File: config.mk
export PLATFORM = sky130hd
export DESIGN_NAME = is_prime_procedural
export DESIGN_NICKNAME = d
export VERILOG_FILES = /design/src/rtl/prime_pkg.sv /design/src/rtl/prime_sat_counter.sv /design/src/rtl/is_prime_procedural.sv
export SDC_FILE = /design/constraint.sdc
export NUM_CORES = 1
export LEC_CHECK = 0
export CORE_AREA = 10 10 47 49
export DETAILED_ROUTE_END_ITERATION = 8
export DIE_AREA = 0 0 57 59
export PLACE_DENSITY_LB_ADDON = 0.05
export SYNTH_ARGS = -nofsm -noshare
export SYNTH_HDL_FRONTEND = slang
export SYNTH_SLANG_ARGS = --single-unit
export TNS_END_PERCENT = 20
File: constraint.sdc
create_clock -name clk -period 2.1 [get_ports clk]
set_input_delay 0.63 -clock clk [delete_from_list [all_inputs] [get_ports clk]]
set_output_delay 0.63 -clock clk [all_outputs]
set_load 0.05 [all_outputs]
File: src/rtl/prime_pkg.sv
// Shared definitions for the 3-bit prime detector and anything that needs
// the same prime classification (scoreboards, neighbouring datapath blocks).
package prime_pkg;

    typedef logic [2:0] val3_t;

    // Bit v is set exactly when v is prime.
    localparam logic [7:0] PRIME_MASK3 = 8'b1010_1100;

    function automatic logic is_prime3(input val3_t v);
        return PRIME_MASK3[v];
    endfunction

endpackage

File: src/rtl/prime_sat_counter.sv
// Generic saturating up-counter: counts inc pulses, holds at all-ones,
// cleared by a synchronous active-high reset.
module prime_sat_counter #(
    parameter int CNT_W = 8
) (
    input  logic             clk,
    input  logic             rst,
    input  logic             inc,
    output logic [CNT_W-1:0] cnt
);

    localparam logic [CNT_W-1:0] CNT_MAX = '1;

    logic [CNT_W-1:0] cnt_q;
    logic [CNT_W-1:0] cnt_d;

    always_comb begin
        cnt_d = cnt_q;
        if (inc && (cnt_q != CNT_MAX)) begin
            cnt_d = cnt_q + CNT_W'(1);
        end
    end

    always_ff @(posedge clk) begin
        if (rst) begin
            cnt_q <= '0;
        end else begin
            cnt_q <= cnt_d;
        end
    end

    assign cnt = cnt_q;

endmodule

File: src/rtl/is_prime_procedural.sv
// 3-bit prime decode of {c,b,a} with a registered copy of the result and a
// saturating count of the clock edges at which the value was prime.
module is_prime_procedural
    import prime_pkg::*;
#(
    parameter int CNT_W = 8
) (
    input  logic             clk,
    input  logic             rst,
    input  logic             c,
    input  logic             b,
    input  logic             a,
    output logic             prime,
    output logic             prime_q,
    output logic [CNT_W-1:0] prime_cnt
);

    val3_t v;
    logic  prime_d;

    assign v = {c, b, a};

    // Unknown inputs match no item and fall through to the default of 0.
    always_comb begin
        case (v)
            3'd0:    prime = 1'b0;
            3'd1:    prime = 1'b0;
            3'd2:    prime = 1'b1;
            3'd3:    prime = 1'b1;
            3'd4:    prime = 1'b0;
            3'd5:    prime = 1'b1;
            3'd6:    prime = 1'b0;
            3'd7:    prime = 1'b1;
            default: prime = 1'b0;
        endcase
    end

    always_comb begin
        prime_d = prime;
    end

    always_ff @(posedge clk) begin
        if (rst) begin
            prime_q <= 1'b0;
        end else begin
            prime_q <= prime_d;
        end
    end

    prime_sat_counter #(
        .CNT_W (CNT_W)
    ) u_cnt (
        .clk (clk),
        .rst (rst),
        .inc (prime),
        .cnt (prime_cnt)
    );

endmodule

======== Word level (Yosys, flattened, before mapping) ========
Memories as Yosys holds them, arrays and structs flattened.
Cells that the tools add are included.
cells by class
  $add $sub $neg .......................... 1
  equal/unequal tests ..................... 1
  reduce and logical (&&, ||, !) cells .... 1
operator list
  kind                                                            number
  8-bit by 1-bit adder with 8-bit output (second input constant)  1
  8-bit inequality test (second input constant)                   1
  1-bit logical AND                                               1
storage, ports and cells
  ROM bits ................................ 8
  bits of input ports ..................... 5
  word-level logic and storage cells ...... 6
  register bits after elaboration ......... 9
  output and inout bits ................... 10
  memories ................................ 1
memory list
  name              depth  width  read ports  clocked after Yosys merged registers in  wr ports  line                       RTL
  (name not given)  8      1      1           0                                        0         is_prime_procedural.sv:25  case (v)

======== Depth between registers and ports, before layout ========
  depth after elaboration ................. 2
  depth in mapped cells ................... 5
  depth with buffers taken out ............ 5

======== Hierarchy ========
From an unflattened synthesis, not the netlist that was laid out.
second synthesis, totals
  cell total of the unflattened synthesis .. 49
  area total of the unflattened synthesis .. 479.2 um^2
by module, submodules not included
  module               seq. area each (um^2)  area an instance (um^2)  instances  cells an instance
  prime_sat_counter    160.2                  430.4                    1          46
  is_prime_procedural  20.0                   48.8                     1          3

======== Least setup slack after synthesis ========
No wires, ideal clock.
  path kind ............................... register -> register
  start point ............................. register u_cnt.cnt_q[0], in the netlist u_cnt.cnt[0]
  end point ............................... register u_cnt.cnt_q[1], in the netlist u_cnt.cnt[1]
  setup slack ............................. 0.340 ns
  arrival time ............................ 1.634 ns
  path buffers ............................ 0
  required time ........................... 1.974 ns
  clock period less this slack ............ 1.760 ns
  cell stages (with the launch flop) ...... 6
  setup time .............................. 0.126 ns
  cells stage by stage .................... dfxtp_1 ha_1 nand3_1 o21ai_0 mux2i_1 nor2_1
on the way
  cells in the longest elaborated chain, start to end .. 2
  elaborated cells on any way between the ends .. 3
  classes of those cells .................. add/sub (1); eq/ne (1); reduce/logical (1)
ends and longest elaborated chain
  item                                                                            line                     RTL
  start, declared                                                                 prime_sat_counter.sv:14  logic [CNT_W-1:0] cnt_q;
  start signal, assigned                                                          prime_sat_counter.sv:28  cnt_q <= cnt_d;
  branches (longest 2 deep; another with 8-bit by 1-bit adder with 8-bit output)  -
Parallel ways; which one is timed is not known.
A chain may end at the register's enable or synchronous reset.

======== Final worst setup path ========
  start point ............................. input c
  end point ............................... output prime
on the way
  cells in the longest elaborated chain, start to end .. 1
ends and longest elaborated chain
  item                   line                       RTL
  start, declared        is_prime_procedural.sv:10  input logic c,
  memory read 8 x 1 bit  -
  end, declared          is_prime_procedural.sv:13  output logic prime,
No other way between the ends.

==> run_results.csv <==
group,metric,value,unit
pwr,p_int,0.279,mW
clock_tree,tritoncts,"yes",
yosys,ys_seq_area_frac,0.415,
yosys,synth_area_leader_cell,"dfxtp_1",
yosys,syn-instance-count,47,
hold_path,min_path_type,"flip-flop to flip-flop",
timing,fin_crit_sh,0.937,
placement,portBuffers,14,
global_routing,grt_pass1_vias,439,
yosys,ys_seq_elements,9,
global_routing,top_usage_layer,"met2",
floorplan,die_y,59,um
drt,firstDrtPassIters,4,
critical_path,end_kind,"output port",
clock_tree,cts_hold_buf,0,
clock_tree,path_clk_slew,0.06,ns
global_routing,grt_pass1_wl,1840,um
pwr,leakage,0.269,nW
yosys,synth_cell_types,28,
timing,setup_viol,0,
critical_path,path_cells,"dlygate4sd2_1, mux2_4, buf_8",
placement,dp_hpwl,804,um
timing,period_needed,1.97,ns
finish,regArea,180,sq um
yosys,yosys_most_used_dff,"dfxtp_1",
floorplan,die_x,57,um
yosys,synth_common_cells,"dfxtp_1 (9), nor2_1 (5), a21oi_1 (4)",
global_routing,grtUsageMet1,0.0746,
global_routing,met3_usage,0.0408,
pwr,p_seq_frac,0.465,
pwr,p_sw,0.117,mW
yosys,synth_most_common_cell,"dfxtp_1",
floorplan,fp.dieArea,0.00336,sq mm
timing,slew-limit-headroom,0.758,
pwr,pwr-share-comb,0.189,
drt,routed_wl,1050,um
outcome,status,"finished clean",
clock_tree,clock_path_buffers,2,
critical_path,crit_required,1.47,ns
clock_tree,cts.sinks,9,
global_routing,grt_overflow,0,
pwr,ir_worst_vdd,0.230,mV
critical_path,cp_slowest_cell,"mux2_4",
timing,fin_skew,0.00201,ns
yosys,synth.top_cell.area_share,0.415,
drt,viasPerCell,5.06,
global_routing,antenna_found_initial,0,
pwr,p_sw_frac,0.295,
finish,nFillCells,153,
pwr,clkPwrFrac,0.346,
critical_path,path_delay_family,"buffers and inverters",
global_routing,grt.total_usage,0.0669,
drt,final_antenna_net_count,0,
yosys,synth_area_leaders,"dfxtp_1 (41%), a21oi_1 (4.6%), mux2i_1 (4.6%)",
timing,rsz0062_at_grt,"no",
finish,areaGrowthSynthToFinish,39.8,%
timing,hold_viol_final,0,
drt,initialDrtViolationCount,3,
critical_path,critical_path.max_fanout,2,
placement,gp_congestion,0.735,
global_routing,use_met2,0.0992,
critical_path,critical_path_class,"primary input to output port",
drt,wl_per_cell,13.0,um
floorplan,ioPinCount,15,
finish,fin_util,0.433,
pwr,power,0.396,mW
timing,max_freq,508,MHz
timing,worst_pin_slew,0.360,ns
timing,slew_violations,0,
floorplan,start_util,0.310,
job,drv_cap,0,
clock_tree,clockRootBuffer,"clkbuf_4",
pwr,power.density,652,mW/mm^2
yosys,yosysWarnings,0,
critical_path,start_kind,"primary input",
finish,drive_above_1_share,0.323,
clock_tree,cts_made_buffers,3,
clock_tree,htree_levels,1,
finish,multi_input_area,246,sq um
yosys,synth_area_per_cell,9.24,sq um
clock_tree,insertion_delay,0.26,ns
clock_tree,postCtsSetupBuffers,0,
critical_path,max_stage_delay,0.31,ns
finish,antenna_cells,0,
floorplan,core,0.00140,sq mm
drt,drcViolationCount,0,
yosys,synth_area,434,sq um
drt,vias,410,
critical_path,worst-endpoint-arrival,1.34,ns
finish,num-nets-final,72,
yosys,synth_nets,53,
global_routing,grt_max_degree,10,
floorplan,num_rows,14,
critical_path,critPathBufInv,2,
yosys,synth_edf_count,0,
yosys,async_flop_share,0,
[sequential cells by signal (all words and copies together), names as in the netlist]
register and cells:
u_cnt.cnt 8, prime_q 1
[cell usage in the layout, fill, tap and decap left out, types with 2 or more instances in the layout]
cell type and instances:
mux2i_1 2, a21oi_1 4, dlygate4sd2_1 2, buf_4 10
clkbuf_4 3, o21ai_0 2, dfxtp_1 9, nand4_1 2
nor2_1 5, nand2_1 2
[repair_timing]
item	CTS	global route
resized for setup	4	1
endpoints found under the setup margin	1	1
gates cloned	0	0
[through the flow]
step           cell area (sq um)  instances  worst slack (ns)  TNS [ns]  hold slack, ns
2_1_floorplan                434         47             0.340         0           0.719
3_3_place_gp                 573         77            -0.138    -0.337           0.515
3_5_place_dp                 573         77            -0.142    -0.400           0.517
4_1_cts                      604         81            0.0150         0           0.532
5_1_grt                      607         81             0.108         0           0.553
6_report                     607         81             0.132         0           0.525
[area by class of cell]
type	count	share of cell area
inverter	1	0.00619
timing repair buffer	15	0.214
tap	16	0.0330
multi-input combinational	36	0.406
sequential	9	0.297
clock buffer	4	0.0433
[final timing paths]
check / startpoint / to / slack (ns) / depth (start not counted)
setup / recovery: c / prime / 0.13 / 3
hold / removal: u_cnt.cnt[5] / u_cnt.cnt[5] / 0.52 / 2
setup reg to reg: u_cnt.cnt[0] / u_cnt.cnt[1] / 0.60 / 5
hold reg to reg: u_cnt.cnt[5] / u_cnt.cnt[5] / 0.52 / 2
[power groups by stage]
stage | Sequential [mW] | Combinational, mW | Clock, mW
3_3_place_gp | 0.188 | 0.0746 | 0
4_1_cts | 0.184 | 0.0762 | 0.145
5_1_grt | 0.185 | 0.0804 | 0.153
2_1_floorplan | 0.210 | 0.0257 | 0
3_5_place_dp | 0.188 | 0.0748 | 0
6_report | 0.184 | 0.0746 | 0.137
[kinds of logic after synthesis]
| logic type | synth area share |
|---|---|
| AOI/OAI and AO/OA | 0.135 |
| xor gates and xnor gates | 0.0202 |
| DFF | 0.415 |
| muxes | 0.0807 |
| and+or+nand+nor | 0.303 |
| adders and majority gates | 0.0288 |
| buffers and inverters | 0.0173 |
[routing by layer]
layer / share of wire / up-vias
met5: 0 / -
met4: 0.0076 / 0
met3: 0.10 / 2
met2: 0.42 / 18
met1: 0.47 / 184
li1: - / 206
[worst register-to-register path: stages (launching register included)]
cell and delay [ns]:
dfxtp_1 0.41, ha_1 0.26, nand3_1 0.12, o21ai_0 0.33, mux2i_1 0.22, nor2_1 0.05
Power figures use the tool's default switching activity.
